`src/rtl/tcdm_init_pkg.sv`:
```
// Shared types and defaults for the TCDM burst initiator: FSM state encoding,
// default parameter values, full byte-enable and the saturating counter helper.
package tcdm_init_pkg;

  localparam int unsigned DEF_MAX_OUTSTANDING = 4;
  localparam int unsigned DEF_LEN_W           = 16;
  localparam int unsigned OUT_CNT_W           = 4;
  localparam logic [3:0]  BE_FULL             = 4'hF;

  typedef enum logic [1:0] {
    ST_IDLE  = 2'd0,
    ST_ISSUE = 2'd1,
    ST_DRAIN = 2'd2,
    ST_DONE  = 2'd3
  } state_e;

  function automatic logic [15:0] sat_inc16(input logic [15:0] v);
    return (v == 16'hFFFF) ? v : (v + 16'd1);
  endfunction

endpackage

```
`src/rtl/tcdm_init_outstanding_cnt.sv`:
```
// Granted-but-unanswered transaction counter with underflow detection
// (a response arriving while nothing is outstanding and nothing is being granted).
module tcdm_init_outstanding_cnt
  import tcdm_init_pkg::*;
(
  input  logic                 clk,
  input  logic                 rst,
  input  logic                 inc,
  input  logic                 dec,
  output logic [OUT_CNT_W-1:0] cnt_next,
  output logic                 underflow
);

  logic [OUT_CNT_W-1:0] cnt_r;

  // next count; an unmatched response leaves the counter at zero and flags it
  always_comb begin
    cnt_next  = cnt_r;
    underflow = 1'b0;
    if (inc && !dec) begin
      cnt_next = cnt_r + OUT_CNT_W'(1);
    end else if (dec && !inc) begin
      if (cnt_r == '0) begin
        underflow = 1'b1;
      end else begin
        cnt_next = cnt_r - OUT_CNT_W'(1);
      end
    end else begin
      cnt_next = cnt_r;
    end
  end

  // counter register
  always_ff @(posedge clk or posedge rst) begin
    if (rst) begin
      cnt_r <= '0;
    end else begin
      cnt_r <= cnt_next;
    end
  end

endmodule

```
`src/rtl/tcdm_burst_initiator.sv`:
```
// Strided TCDM burst initiator (reads or writes, seed+k data pattern).
// Optional read-data checking is enabled with the macro TCDM_INIT_CHECK_EN.
module tcdm_burst_initiator
  import tcdm_init_pkg::*;
#(
  parameter int unsigned MAX_OUTSTANDING = DEF_MAX_OUTSTANDING,
  parameter int unsigned LEN_W           = DEF_LEN_W
) (
  input  logic             clk_i,
  input  logic             rst_i,
  input  logic             start_i,
  input  logic             rd_i,
  input  logic [31:0]      base_i,
  input  logic [31:0]      stride_i,
  input  logic [LEN_W-1:0] len_i,
  input  logic [31:0]      seed_i,
  output logic             busy_o,
  output logic             done_o,
  output logic             err_o,
  output logic [15:0]      mismatch_cnt_o,
  output logic             tcdm_req_o,
  input  logic             tcdm_gnt_i,
  output logic [31:0]      tcdm_add_o,
  output logic             tcdm_wen_o,
  output logic [3:0]       tcdm_be_o,
  output logic [31:0]      tcdm_data_o,
  input  logic [31:0]      tcdm_r_data_i,
  input  logic             tcdm_r_valid_i
);

  state_e               state, state_next;
  logic [LEN_W-1:0]     len_q, idx, idx_next;
  logic [31:0]          stride_q;
  logic [31:0]          addr_acc, addr_acc_next;
  logic [31:0]          data_acc, data_acc_next;
  logic                 req_next, busy_next, done_next, err_next;
  logic                 fire, start_acc, room;
  logic [OUT_CNT_W-1:0] out_cnt_next;
  logic                 underflow;

  assign fire      = tcdm_req_o & tcdm_gnt_i;
  assign start_acc = (state == ST_IDLE) & start_i;
  // room is judged on the count that will hold while the new request is visible
  assign room      = (out_cnt_next < OUT_CNT_W'(MAX_OUTSTANDING));

  tcdm_init_outstanding_cnt u_out_cnt (
    .clk       (clk_i),
    .rst       (rst_i),
    .inc       (fire),
    .dec       (tcdm_r_valid_i),
    .cnt_next  (out_cnt_next),
    .underflow (underflow)
  );

  // next state, transaction index and the request for the coming cycle
  always_comb begin
    state_next    = state;
    idx_next      = idx;
    addr_acc_next = addr_acc;
    data_acc_next = data_acc;
    req_next      = 1'b0;
    case (state)
      ST_IDLE: begin
        if (start_i) begin
          idx_next      = '0;
          addr_acc_next = base_i;
          data_acc_next = seed_i;
          if (len_i == '0) begin
            state_next = ST_DONE;
          end else begin
            state_next = ST_ISSUE;
            req_next   = room;
          end
        end else begin
          state_next = ST_IDLE;
        end
      end
      ST_ISSUE: begin
        if (fire) begin
          idx_next      = idx + LEN_W'(1);
          addr_acc_next = addr_acc + stride_q;
          data_acc_next = data_acc + 32'd1;
          if (idx == (len_q - LEN_W'(1))) begin
            state_next = ST_DRAIN;
            req_next   = 1'b0;
          end else begin
            req_next = room;
          end
        end else if (tcdm_req_o) begin
          req_next = 1'b1;
        end else begin
          req_next = room;
        end
      end
      ST_DRAIN: begin
        if (out_cnt_next == '0) begin
          state_next = ST_DONE;
        end else begin
          state_next = ST_DRAIN;
        end
      end
      ST_DONE: begin
        state_next = ST_IDLE;
      end
      default: begin
        state_next = ST_IDLE;
      end
    endcase
    busy_next = (state_next == ST_ISSUE) || (state_next == ST_DRAIN);
    done_next = (state_next == ST_DONE);
    err_next  = start_acc ? underflow : (err_o | underflow);
  end

  // FSM, burst configuration and registered bus outputs
  always_ff @(posedge clk_i or posedge rst_i) begin
    if (rst_i) begin
      state       <= ST_IDLE;
      idx         <= '0;
      len_q       <= '0;
      stride_q    <= 32'd0;
      addr_acc    <= 32'd0;
      data_acc    <= 32'd0;
      tcdm_req_o  <= 1'b0;
      tcdm_add_o  <= 32'd0;
      tcdm_data_o <= 32'd0;
      tcdm_be_o   <= 4'h0;
      tcdm_wen_o  <= 1'b1;
      busy_o      <= 1'b0;
      done_o      <= 1'b0;
      err_o       <= 1'b0;
    end else begin
      state    <= state_next;
      idx      <= idx_next;
      addr_acc <= addr_acc_next;
      data_acc <= data_acc_next;
      if (start_acc) begin
        len_q      <= len_i;
        stride_q   <= stride_i;
        tcdm_wen_o <= rd_i;
      end
      tcdm_req_o  <= req_next;
      tcdm_add_o  <= req_next ? addr_acc_next : 32'd0;
      tcdm_data_o <= req_next ? data_acc_next : 32'd0;
      tcdm_be_o   <= req_next ? BE_FULL : 4'h0;
      busy_o      <= busy_next;
      done_o      <= done_next;
      err_o       <= err_next;
    end
  end

`ifdef TCDM_INIT_CHECK_EN
  logic [31:0] chk_acc;
  logic [15:0] mm_cnt;
  logic        rsp_chk;

  assign rsp_chk = tcdm_r_valid_i & tcdm_wen_o &
                   ((state == ST_ISSUE) || (state == ST_DRAIN));

  // read responses arrive in order, so the j-th one is compared with seed+j
  always_ff @(posedge clk_i or posedge rst_i) begin
    if (rst_i) begin
      chk_acc <= 32'd0;
      mm_cnt  <= 16'd0;
    end else if (start_acc) begin
      chk_acc <= seed_i;
      mm_cnt  <= 16'd0;
    end else if (rsp_chk) begin
      chk_acc <= chk_acc + 32'd1;
      if (tcdm_r_data_i != chk_acc) begin
        mm_cnt <= sat_inc16(mm_cnt);
      end else begin
        mm_cnt <= mm_cnt;
      end
    end else begin
      chk_acc <= chk_acc;
      mm_cnt  <= mm_cnt;
    end
  end

  assign mismatch_cnt_o = mm_cnt;
`else
  logic unused_rdata;
  assign unused_rdata   = ^tcdm_r_data_i;
  assign mismatch_cnt_o = 16'd0;
`endif

endmodule

```
`config.mk`:
```
export PLATFORM = sky130hd
export DESIGN_NAME = tcdm_burst_initiator
export DESIGN_NICKNAME = d
export VERILOG_FILES = /design/src/rtl/tcdm_init_pkg.sv /design/src/rtl/tcdm_init_outstanding_cnt.sv /design/src/rtl/tcdm_burst_initiator.sv
export SDC_FILE = /design/constraint.sdc
export NUM_CORES = 1
export LEC_CHECK = 0
export BUFFER_PORTS_ARGS = -buffer_cell sky130_fd_sc_hd__clkbuf_2
export CAP_MARGIN = 40
export CORE_ASPECT_RATIO = 1.75
export CORE_MARGIN = 2
export CORE_UTILIZATION = 23
export DETAILED_ROUTE_END_ITERATION = 7
export PLACE_DENSITY = 0.48
export SETUP_SLACK_MARGIN = 0.05
export SYNTH_ARGS = -nofsm -noshare
export SYNTH_HDL_FRONTEND = slang
export SYNTH_SLANG_ARGS = --single-unit
```
`constraint.sdc`:
```
create_clock -name clk_i -period 6.5 [get_ports clk_i]
set_input_delay 0.65 -clock clk_i [delete_from_list [all_inputs] [get_ports clk_i]]
set_output_delay 0.65 -clock clk_i [all_outputs]
set_load 0.005 [all_outputs]
```
## After elaboration in Yosys (flattened, before gate mapping)

Cells that the tools add are included.

| cells by class | value |
|---|---|
| add/subtract/negate cells | 6 |
| multiply operators | 0 |
| div/mod/pow operators | 0 |
| $lt $le $gt $ge | 1 |
| equal/unequal tests | 9 |
| shift operators | 0 |
| muxes and demuxes | 31 |
| bitwise logic cells | 3 |
| reduce and logical (&&, ||, !) cells | 11 |

Operators with widths:

| operator | number |
|---|---|
| 32-bit 2-to-1 mux | 6 |
| 32-bit case mux with 2 select lines | 2 |
| 32-bit by 1-bit adder with 32-bit output, second input constant | 1 |
| 32-bit adder | 1 |
| 16-bit 2-to-1 mux | 2 |
| 16-bit case mux with 2 select lines | 1 |
| 16-bit by 1-bit adder with 16-bit output, second input constant | 1 |
| 16-bit equality test | 1 |
| 16-bit zero test | 1 |
| 4-bit 2-to-1 mux | 4 |
| 16-bit by 1-bit subtractor with 16-bit output, second input constant | 1 |
| 1-bit 2-to-1 mux | 10 |
| 2-bit equality test, second input constant | 4 |
| 4-bit zero test | 2 |
| 2-bit 2-to-1 mux | 4 |
| 2-bit case mux with 4 select lines | 1 |
| 4-bit by 1-bit adder with 4-bit output, second input constant | 1 |
| 2-bit by 1-bit equality test with 1-bit output, second input constant | 2 |
| 4-bit by 3-bit < comparator with 1-bit output, second input constant | 1 |
| 4-bit by 1-bit subtractor with 4-bit output, second input constant | 1 |
| 3-bit AND reduction | 1 |
| 1-bit bitwise AND | 2 |
| 1-bit logical AND | 2 |
| 1-bit zero test | 2 |
| other kinds (7) | 7 |

| storage, ports and cells | value |
|---|---|
| register bits after elaboration | 207 |
| latch bits | 0 |
| memory bits (writable) | 0 |
| ROM bits | 0 |
| input port bits | 150 |
| output and inout port bits | 89 |
| logic and storage cells | 76 |
| memories kept | 0 |

## Logic depth before layout (Yosys ltp)

Gate-level depths: netlist of run 1.

| logic depth | value |
|---|---|
| depth after elaboration | 10 |
| depth in mapped cells | 14 |
| depth with buffers taken out | 12 |

## By module

Synthesis of run 1 repeated with hierarchy kept, for this count alone.

| unflattened totals | value |
|---|---|
| cell total of the unflattened synthesis | 1,223 |
| area total of the unflattened synthesis | 11,170.7 sq um |

Modules (own cells, without submodules):

| module | times used | cells an instance | area an instance (sq um) | seq. area each (sq um) |
|---|---|---|---|---|
| tcdm_burst_initiator | 1 | 1,183 | 10,809.1 | 4,981.0 |
| tcdm_init_outstanding_cnt | 1 | 40 | 361.6 | 100.1 |

## Worst setup path after synthesis of run 1

Ideal clock, no wire load.

| timing path | value |
|---|---|
| path kind | reg-to-reg |
| start point | reg addr_acc[0] |
| end point | reg tcdm_add_o[30] |
| setup time | 0.133 ns |
| arrival time | 2.894 ns |
| required time | 6.367 ns |
| slack | 3.473 ns |
| stages on the path, launching flop included | 13 |
| path buffers | 0 |
| period minus slack after synthesis | 3.027 ns |
| cells stage by stage | dfrtp_1 ha_1 inv_1 fa_1 nand2b_1 a2111oi_0 a211oi_1 and2_1 o41ai_1 a41oi_1 xnor2_1 a222oi_1 nor2_1 |

| on the way | value |
|---|---|
| cells in the longest elaborated chain, start to end | 4 |

Ends and longest elaborated chain:

| what | line | RTL |
|---|---|---|
| start, declared | tcdm_burst_initiator.sv:34 | `logic [31:0] addr_acc, addr_acc_next;` |
| start signal, assigned | tcdm_burst_initiator.sv:134 | `addr_acc <= addr_acc_next;` |
| 32-bit adder | tcdm_burst_initiator.sv:81 | `addr_acc_next = addr_acc + stride_q;` |
| 32-bit 2-to-1 mux | tcdm_burst_initiator.sv:79 | `if (fire) begin` |
| 32-bit case mux with 2 select lines | tcdm_burst_initiator.sv:62 | `case (state)` |
| 32-bit 2-to-1 mux | tcdm_burst_initiator.sv:142 | `tcdm_add_o <= req_next ? addr_acc_next : 32'd0;` |
| end signal, assigned | tcdm_burst_initiator.sv:142 |  |
| end, declared | tcdm_burst_initiator.sv:23 | `output logic [31:0] tcdm_add_o,` |

No other way between the ends.
A chain may end at the register's enable or synchronous reset.

## Worst setup path in the final report of run 1

Same ends and word-level chain as after synthesis.

==> results of run 1 <==
through the flow:
step	power, mW	util, %	hold WS, ns
floorplan	4.44	-	0.448
global placement	5.40	26.4	0.455
finish	6.73	28.2	0.0925
detailed placement	5.45	26.7	0.457
global route	7.31	28.2	0.0890
CTS	6.81	28.1	0.0797
cell families after synthesis:
logic type | Yosys count
fa+ha+maj | 38
other cells | 1
mux | 30
xor+xnor | 57
flops | 203
compound gates | 305
buf+inv | 113
simple gates | 560
cells in the mapped netlist (5+ instances only):
| master | instances | area [um2] |
|---|---|---|
| sky130_fd_sc_hd__inv_1 | 17 | 63.8 |
| sky130_fd_sc_hd__ha_1 | 37 | 463 |
| sky130_fd_sc_hd__and2_1 | 32 | 200 |
| sky130_fd_sc_hd__nor2b_1 | 9 | 56.3 |
| sky130_fd_sc_hd__xnor2_1 | 28 | 245 |
| sky130_fd_sc_hd__mux2_2 | 13 | 146 |
| sky130_fd_sc_hd__xor2_1 | 29 | 254 |
| sky130_fd_sc_hd__dfrtp_1 | 202 | 5050 |
| sky130_fd_sc_hd__a21o_1 | 20 | 150 |
| sky130_fd_sc_hd__nand4_1 | 24 | 150 |
| sky130_fd_sc_hd__or3_1 | 5 | 31.3 |
| sky130_fd_sc_hd__a222oi_1 | 5 | 50.1 |
| sky130_fd_sc_hd__nor3_1 | 21 | 105 |
| sky130_fd_sc_hd__clkbuf_1 | 57 | 214 |
| sky130_fd_sc_hd__o21ai_0 | 49 | 245 |
| sky130_fd_sc_hd__nand3_1 | 36 | 180 |
| sky130_fd_sc_hd__nor2_1 | 101 | 379 |
| sky130_fd_sc_hd__nand2_1 | 289 | 1080 |
| sky130_fd_sc_hd__a21oi_1 | 107 | 536 |
| sky130_fd_sc_hd__a211oi_1 | 10 | 75.1 |
| sky130_fd_sc_hd__nor4_1 | 10 | 62.6 |
| sky130_fd_sc_hd__and3_1 | 8 | 50.1 |
| sky130_fd_sc_hd__o21a_1 | 8 | 60.1 |
| sky130_fd_sc_hd__a31oi_1 | 9 | 56.3 |
| sky130_fd_sc_hd__a221o_1 | 12 | 120 |
| sky130_fd_sc_hd__buf_1 | 9 | 33.8 |
| sky130_fd_sc_hd__mux2i_1 | 17 | 170 |
| sky130_fd_sc_hd__a22oi_1 | 13 | 97.6 |
| sky130_fd_sc_hd__buf_4 | 20 | 150 |
| sky130_fd_sc_hd__o22ai_1 | 25 | 156 |
critical path: stages, from the launching register on:
cell                        delay, ns
sky130_fd_sc_hd__dfrtp_1         0.40
sky130_fd_sc_hd__ha_1            0.23
sky130_fd_sc_hd__inv_1           0.07
sky130_fd_sc_hd__fa_1            0.41
sky130_fd_sc_hd__nand2b_1        0.18
sky130_fd_sc_hd__a2111oi_0       0.45
sky130_fd_sc_hd__a211oi_1        0.21
sky130_fd_sc_hd__and2_1          0.23
sky130_fd_sc_hd__o41ai_1         0.71
sky130_fd_sc_hd__a41oi_1         0.26
sky130_fd_sc_hd__xnor2_1         0.18
sky130_fd_sc_hd__a222oi_1        0.37
sky130_fd_sc_hd__nor2_1          0.10
how the worst min path moves through the flow:
| stage | start | end | slack [ns] | depth (start not counted) |
|---|---|---|---|---|
| after detailed placement | tcdm_wen_o | tcdm_wen_o | 0.46 | 2 |
| final | rst_i | len_q[14] | 0.09 | 2 |
| after CTS | rst_i | len_q[14] | 0.08 | 2 |
| after global routing | rst_i | len_q[14] | 0.09 | 2 |
| after floorplan | tcdm_wen_o | tcdm_wen_o | 0.45 | 2 |
| after global placement | tcdm_wen_o | tcdm_wen_o | 0.45 | 2 |
sequential cells by signal (all words and copies together) (netlist names):
register	flops
busy_o	1
idx	16
stride_q	32
tcdm_data_o	32
u_out_cnt.cnt_r	4
done_o	1
data_acc	32
len_q	16
err_o	1
state	2
tcdm_add_o	32
tcdm_wen_o	1
addr_acc	32
tcdm_be_o	1
area by class of cell:
type                            instances  area, um2  share of cell area, %
Antenna cell                            1       2.50                 0.0182
Clock buffer                           30        632                   4.61
Clock inverter                          7       87.6                  0.638
Inverter                               19       78.8                  0.575
Multi-Input combinational cell       1006       5820                   42.4
Sequential cell                       203       5080                   37.0
Tap cell                              654        818                   5.96
Timing Repair Buffer                  213       1200                   8.77
metal layers:
layer | wire, um | part of all wire (%)
met4 | 988 | 2.5
met1 | 15700 | 40
met5 | 0 | 0
met3 | 1510 | 3.8
met2 | 21000 | 54
power groups by stage:
| stage | Clock [mW] | Sequential, mW | Combinational, mW |
|---|---|---|---|
| 6_report | 1.31 | 2.24 | 3.18 |
| 3_3_place_gp | 0 | 2.25 | 3.15 |
| 5_1_grt | 1.41 | 2.31 | 3.59 |
| 4_1_cts | 1.35 | 2.25 | 3.22 |
| 3_5_place_dp | 0 | 2.26 | 3.19 |
| 2_1_floorplan | 0 | 2.11 | 2.33 |
cell usage in the layout (no fill, tap or decap), types with 5 or more instances in the layout:
cell	netlist	layout
sky130_fd_sc_hd__xnor2_1	28	28
sky130_fd_sc_hd__xor2_1	29	29
sky130_fd_sc_hd__a22oi_1	13	13
sky130_fd_sc_hd__conb_1	1	16
sky130_fd_sc_hd__nor2b_1	9	9
sky130_fd_sc_hd__and2_1	32	32
sky130_fd_sc_hd__mux2_2	13	13
sky130_fd_sc_hd__nand4_1	24	24
sky130_fd_sc_hd__buf_4	20	18
sky130_fd_sc_hd__and3_1	8	8
sky130_fd_sc_hd__nor4_1	10	10
sky130_fd_sc_hd__a31oi_1	9	9
sky130_fd_sc_hd__a21oi_1	107	107
sky130_fd_sc_hd__nand3_1	36	36
sky130_fd_sc_hd__o21ai_0	49	49
sky130_fd_sc_hd__inv_1	17	16
sky130_fd_sc_hd__a222oi_1	5	5
sky130_fd_sc_hd__o22ai_1	25	25
sky130_fd_sc_hd__clkbuf_16	0	23
sky130_fd_sc_hd__nand2_1	289	288
sky130_fd_sc_hd__dfrtp_1	202	202
sky130_fd_sc_hd__nor2_1	101	98
sky130_fd_sc_hd__o21a_1	8	8
sky130_fd_sc_hd__a211oi_1	10	10
sky130_fd_sc_hd__nor3_1	21	21
sky130_fd_sc_hd__mux2i_1	17	17
sky130_fd_sc_hd__a21o_1	20	20
sky130_fd_sc_hd__a221o_1	12	12
sky130_fd_sc_hd__or3_1	5	5
sky130_fd_sc_hd__ha_1	37	37
sky130_fd_sc_hd__clkbuf_2	0	190
==> results.py, run 1 <==
metrics = {
    "cts": {
        "clockRootBuffer": "sky130_fd_sc_hd__clkbuf_16",
        "tritoncts": "done",
        "postCtsSetupRepairBufs": 0,
        "worst_setup_hold_path_clk_slew_ns": 0.07,
        "htree_levels": 1,
        "clk_latency_ns": 0.53,
        "cts.repair.resized": 0,
        "cts-hold-fix-buffers": 0,
        "cts_buffer_depth": 3,
        "tritoncts_num_sinks": 203,
        "cts-buffers-inserted": 22,
    },
    "pwr": {
        "clock_power_share_pct": 19.4,
        "internal_power_consumption_mw": 3.83,
        "p_seq_share_pct": 33.3,
        "share_comb_of_total_power_pct": 47.2,
        "worst_ir_drop_vdd_uv": 158,
        "netSwitchingPower_mw": 2.89,
        "powerDensity_mw_per_mm2": 490,
        "power.static_leakage_nw": 6.56,
        "sw_frac_of_total_pct": 43.0,
    },
    "critical_path": {
        "critical_path_peak_fanout": 4,
        "timing.critical_path.to_type": "flip-flop",
        "rr_endpoint": "tcdm_add_o[30]",
        "required_ns": 6.90,
        "worst_setup_path_startpoint": "addr_acc[0]",
        "start_kind": "flip-flop",
        "critical_path_class": "flip-flop to flip-flop",
        "worstRegToRegCells": 12,
        "critical_path.reg2reg.startpoint": "addr_acc[0]",
        "rrSetupSlack_ns": 2.59,
        "worstPathArrival_ns": 4.31,
        "worst_setup_endpoint": "tcdm_add_o[30]",
    },
    "grt": {
        "use_met1_pct": 17.7,
        "grt_max_degree": 87,
        "grt_use_total_pct": 15.4,
        "antenna_found_initial": 2,
        "grt_busiest_layer": "met2",
        "globalRouteMet3Util_pct": 1.75,
        "first_global_vias": 10600,
        "grt_use_met2_pct": 29.1,
        "globalRouteOverflowTotal": 0,
        "grt_pass1_wl_um": 61000,
    },
    "drt": {
        "routed_wirelength_um": 39200,
        "dr.first_iter.drc_count": 549,
        "viasPerCell": 4.74,
        "route.antenna.remaining_nets": 0,
        "wl_per_cell_um": 18.4,
        "drt_first_pass_iters": 5,
        "remaining_drc_errors": 0,
        "dr_total_vias": 10100,
    },
    "synth": {
        "synth_cells": 1307,
        "largest_family_of_logic_cells_by_synthesized_area": "simple AND/OR/NAND/NOR gates",
        "synth-xor-area-share_pct": 4.40,
        "post_synth_mux_area_share_pct": 2.79,
        "syn_area_per_cell_um2": 8.69,
        "synth-async-reset-ratio_pct": 100,
        "synth.yosys.warnings": 0,
        "synth_compound_area_share_pct": 17.1,
        "netlist_area_mm2": 0.0114,
        "synth_cell_type_count": 71,
        "synth_simple_gate_area_share_pct": 22.0,
        "synth-main-ff-cell": "sky130_fd_sc_hd__dfrtp_1",
        "sequential_share_of_the_synthesized_area_pct": 44.7,
        "synth_enable_flop_cells": 0,
        "synth-seq-cells": 203,
        "yosys.area_share.adder_pct": 4.25,
    },
    "die": {
        "core.rowCount": 107,
        "initial_utilization_pct": 23.3,
        "boundaryPins": 239,
        "floorplan.die.height_um": 298,
        "placeableCoreArea_mm2": 0.0487,
        "floorplan.die.width_um": 172,
        "die_area_mm2": 0.0512,
    },
    "sta": {
        "number_of_endpoints_failing_setup_at_the_final_stage": 0,
        "max_freq_mhz": 256,
        "final_critical_path_setup_slack_ns": 2.59,
        "worstMarginPinSlew_ns": 0.853,
        "unrepaired_setup_endpoints_after_global_routing": "no",
        "final-max-slew-violation-count": 0,
        "share_of_the_cycle_needed_by_the_critical_path_after_routing_pct": 60.1,
        "max_slew_margin_pct": 43.1,
        "final_hold_viol_count": 0,
        "final.min_clock_period_ns": 3.91,
        "finalClockSkew_ns": 0.0129,
        "tns_ns": 0,
    },
    "place": {
        "placedCellCount": 2095,
        "routability_cong": 0.867,
        "portBuffers": 190,
        "dp_slack_ns": 2.57,
        "detailed_place.area_mm2": 0.0130,
        "dp_hpwl_um": 28800,
    },
    "cells_and_area": {
        "layout.cells.non_filler": 2133,
        "layout.filler_cells": 5380,
        "area_growth_pct": 20.8,
        "post-route-cell-area_mm2": 0.0137,
        "drive_gt1_share_pct": 18.9,
        "final_nets": 1653,
    },
    "min_path": {
        "min_path_type": "primary input to async pin",
    },
    "status": {
        "outcome": "finished clean",
    },
    "run": {
        "cap_viol_max_count": 0,
    },
}
(Power assumes the default switching activity.)
==> run 2: changes to the inputs <==
- PLACE_DENSITY: 0.48 -> 0.46
- clock period: 6.5 -> 3.64 ns (I/O delays scaled with it)
==> run 2 against run 1 <==
  * Critical path depth increased by 1
  * Clock skew up 0.011 ns
  * Clock power increased by 89%
  * Highest routed layer is now met5
  * Sequential power grew 78%
  * Via count hardly changed
  * Die area unchanged
  * Register-to-register slack worse by 2.3 ns
  * Worst hold slack lost 0.062 ns
  * Core utilization is 0.33 points higher
  * Setup slack lost 2.3 ns
  * First-iteration DRC count decreased by 4.4%
  * Global-route usage rose by 0.18 points
==> results.py, run 2 (synthesized netlist as in run 1, its figures left out) <==
metrics = {
    "critical_path": {
        "start_kind": "flip-flop",
        "timing.critical_path.to_type": "flip-flop",
        "cpPeakStageDelay_ns": 0.39,
        "timing.critical_path.cells": "ha_1, inv_1, fa_1, nand2b_1, a2111oi_2, a211oi_1, and2_1, o41ai_2, buf_4, a41oi_1, xnor2_1, a222oi_1, nand2_1",
        "critical_path.slowest_cell": "sky130_fd_sc_hd__fa_1",
        "critical_path.reg2reg.startpoint": "stride_q[0]",
        "critical_path_class": "flip-flop to flip-flop",
        "worstPathArrival_ns": 3.74,
        "critical_path_peak_fanout": 3,
        "worstRegToRegCells": 13,
        "rrSetupSlack_ns": 0.31,
        "rr_endpoint": "addr_acc[30]",
        "required_ns": 4.05,
    },
    "grt": {
        "grt_pass1_wl_um": 61500,
        "antenna_found_initial": 2,
        "globalRouteOverflowTotal": 0,
        "grt_max_degree": 69,
        "grt_use_total_pct": 15.5,
        "first_global_vias": 10600,
    },
    "sta": {
        "unrepaired_setup_endpoints_after_global_routing": "no",
        "final_hold_viol_count": 0,
        "max_slew_margin_pct": 48.7,
        "max_freq_mhz": 300,
        "number_of_endpoints_failing_setup_at_the_final_stage": 0,
        "final_critical_path_setup_slack_ns": 0.307,
        "final-max-slew-violation-count": 0,
        "final.min_clock_period_ns": 3.33,
        "finalClockSkew_ns": 0.0236,
        "worstMarginPinSlew_ns": 0.762,
        "share_of_the_cycle_needed_by_the_critical_path_after_routing_pct": 91.6,
        "tns_ns": 0,
    },
    "drt": {
        "viasPerCell": 4.70,
        "drt_first_pass_iters": 5,
        "routed_wirelength_um": 39700,
        "remaining_drc_errors": 0,
        "wl_per_cell_um": 18.5,
        "dr.first_iter.drc_count": 525,
        "dr_total_vias": 10100,
        "route.antenna.remaining_nets": 0,
    },
    "cells_and_area": {
        "final_core_util_pct": 28.5,
        "drive_gt1_share_pct": 19.9,
        "layout.filler_cells": 5331,
        "layout.cells.non_filler": 2150,
        "post-route-cell-area_mm2": 0.0139,
        "num_antenna_cells": 0,
        "final_nets": 1668,
        "layout.cells.most_common_list": "sky130_fd_sc_hd__nand2_1 (288), sky130_fd_sc_hd__dfrtp_1 (202), sky130_fd_sc_hd__clkbuf_2 (190)",
        "layout.cells.most_common": "sky130_fd_sc_hd__nand2_1",
        "ff_latch_area_mm2": 0.00508,
        "multi_input_comb_area_mm2": 0.00583,
        "area_growth_pct": 22.2,
    },
    "min_path": {
        "holdCritStartpoint": "stride_i[24]",
        "worst_hold_path.endpoint": "stride_q[24]",
        "worst_hold_path.num_cells": 3,
        "min_path_type": "primary input to flip-flop",
    },
    "cts": {
        "tritoncts": "done",
        "clk_latency_ns": 0.53,
        "tritoncts_num_sinks": 203,
        "worst_setup_hold_path_clk_slew_ns": 0.07,
        "htree_levels": 1,
        "cts_buffer_depth": 3,
        "postCtsSetupRepairBufs": 0,
        "clockRootBuffer": "sky130_fd_sc_hd__clkbuf_16",
        "cts-buffers-inserted": 22,
    },
    "die": {
        "boundaryPins": 239,
        "placeableCoreArea_mm2": 0.0487,
        "initial_utilization_pct": 23.3,
        "floorplan.die.width_um": 172,
        "floorplan.die.height_um": 298,
        "core.rowCount": 107,
        "die_area_mm2": 0.0512,
    },
    "status": {
        "outcome": "finished clean",
    },
    "pwr": {
        "power.static_leakage_nw": 6.67,
        "worst_ir_drop_vdd_uv": 270,
        "powerDensity_mw_per_mm2": 882,
    },
    "run": {
        "cap_viol_max_count": 0,
    },
    "place": {
        "portBuffers": 190,
        "routability_cong": 0.855,
        "dp_hpwl_um": 28700,
        "dp_slack_ns": 0.138,
        "placedCellCount": 2105,
        "detailed_place.area_mm2": 0.0130,
    },
}
==> run 2: changes by cell type in the layout (fill, tap and decap cells not counted), moves of 2 or more <==
cell                            change
sky130_fd_sc_hd__clkbuf_8           +2
sky130_fd_sc_hd__clkbuf_1           -4
sky130_fd_sc_hd__buf_4             +11
sky130_fd_sc_hd__dlygate4sd3_1      +5
sky130_fd_sc_hd__buf_16             -3
sky130_fd_sc_hd__buf_12             +2
sky130_fd_sc_hd__clkinv_2           +4
==> run 2: final cells by class <==
type,count,share of cell area [%]
clock inverter,12,1.00
inverter,19,0.541
tap,654,5.90
timing repair buffer,228,9.32
sequential,203,36.6
clock buffer,28,4.64
multi-input combinational,1006,42.0
==> run 2: what timing repair did <==
action / in CTS / in global routing
hold buffers: 5 / 0
setup endpoints to repair: 0 / 5
endpoints found under the hold margin: 25 / 0
resized for setup: 0 / 4
==> run 2: worst max-delay path by stage <==
stage | slack [ns] | endpoint | start
3_5_place_dp | 0.14 | tcdm_add_o[30] | stride_q[0]
6_report | 0.31 | addr_acc[30] | stride_q[0]
5_1_grt | 0.06 | addr_acc[30] | stride_q[0]
3_3_place_gp | 0.07 | addr_acc[30] | stride_q[0]
4_1_cts | 0.11 | addr_acc[30] | stride_q[0]
2_1_floorplan | 0.61 | tcdm_add_o[30] | addr_acc[0]
==> run 2: where the power goes <==
part | total (mW) | internal, mW | switching (mW)
Clock | 2.47 | 1.47 | 1.00
Sequential | 3.99 | 3.17 | 0.817
Combinational | 5.79 | 2.40 | 3.38
Total | 12.2 | 7.04 | 5.20
==> run 2: through the flow <==
step,total power [mW],hold WS (ns)
floorplan,7.93,0.447
global placement,9.74,0.448
detailed placement,9.81,0.452
CTS,12.4,0.00263
global route,13.3,0.0134
finish,12.2,0.0301
==> run 2: layer usage <==
metal | share of wire (%) | track usage, % | wire length, um | up-vias
li1 | - | - | - | 4896
met1 | 40 | 18.2 | 16000 | 4924
met2 | 53 | 29.1 | 21100 | 231
met3 | 3.7 | 1.70 | 1470 | 58
met4 | 2.7 | 4.70 | 1060 | 2
met5 | 0.028 | 0 | 11 | -
==> run 2: worst max-delay path: cells and delay by family, from the launching register on <==
family | cells | cell delay, ns
AO/OA/AOI/OAI | 5 | 1.36
adder cells (fa/ha/maj) | 2 | 0.60
AND/OR/NAND/NOR | 3 | 0.49
flip-flops | 1 | 0.35
buffers and inverters | 2 | 0.25
XOR/XNOR | 1 | 0.17
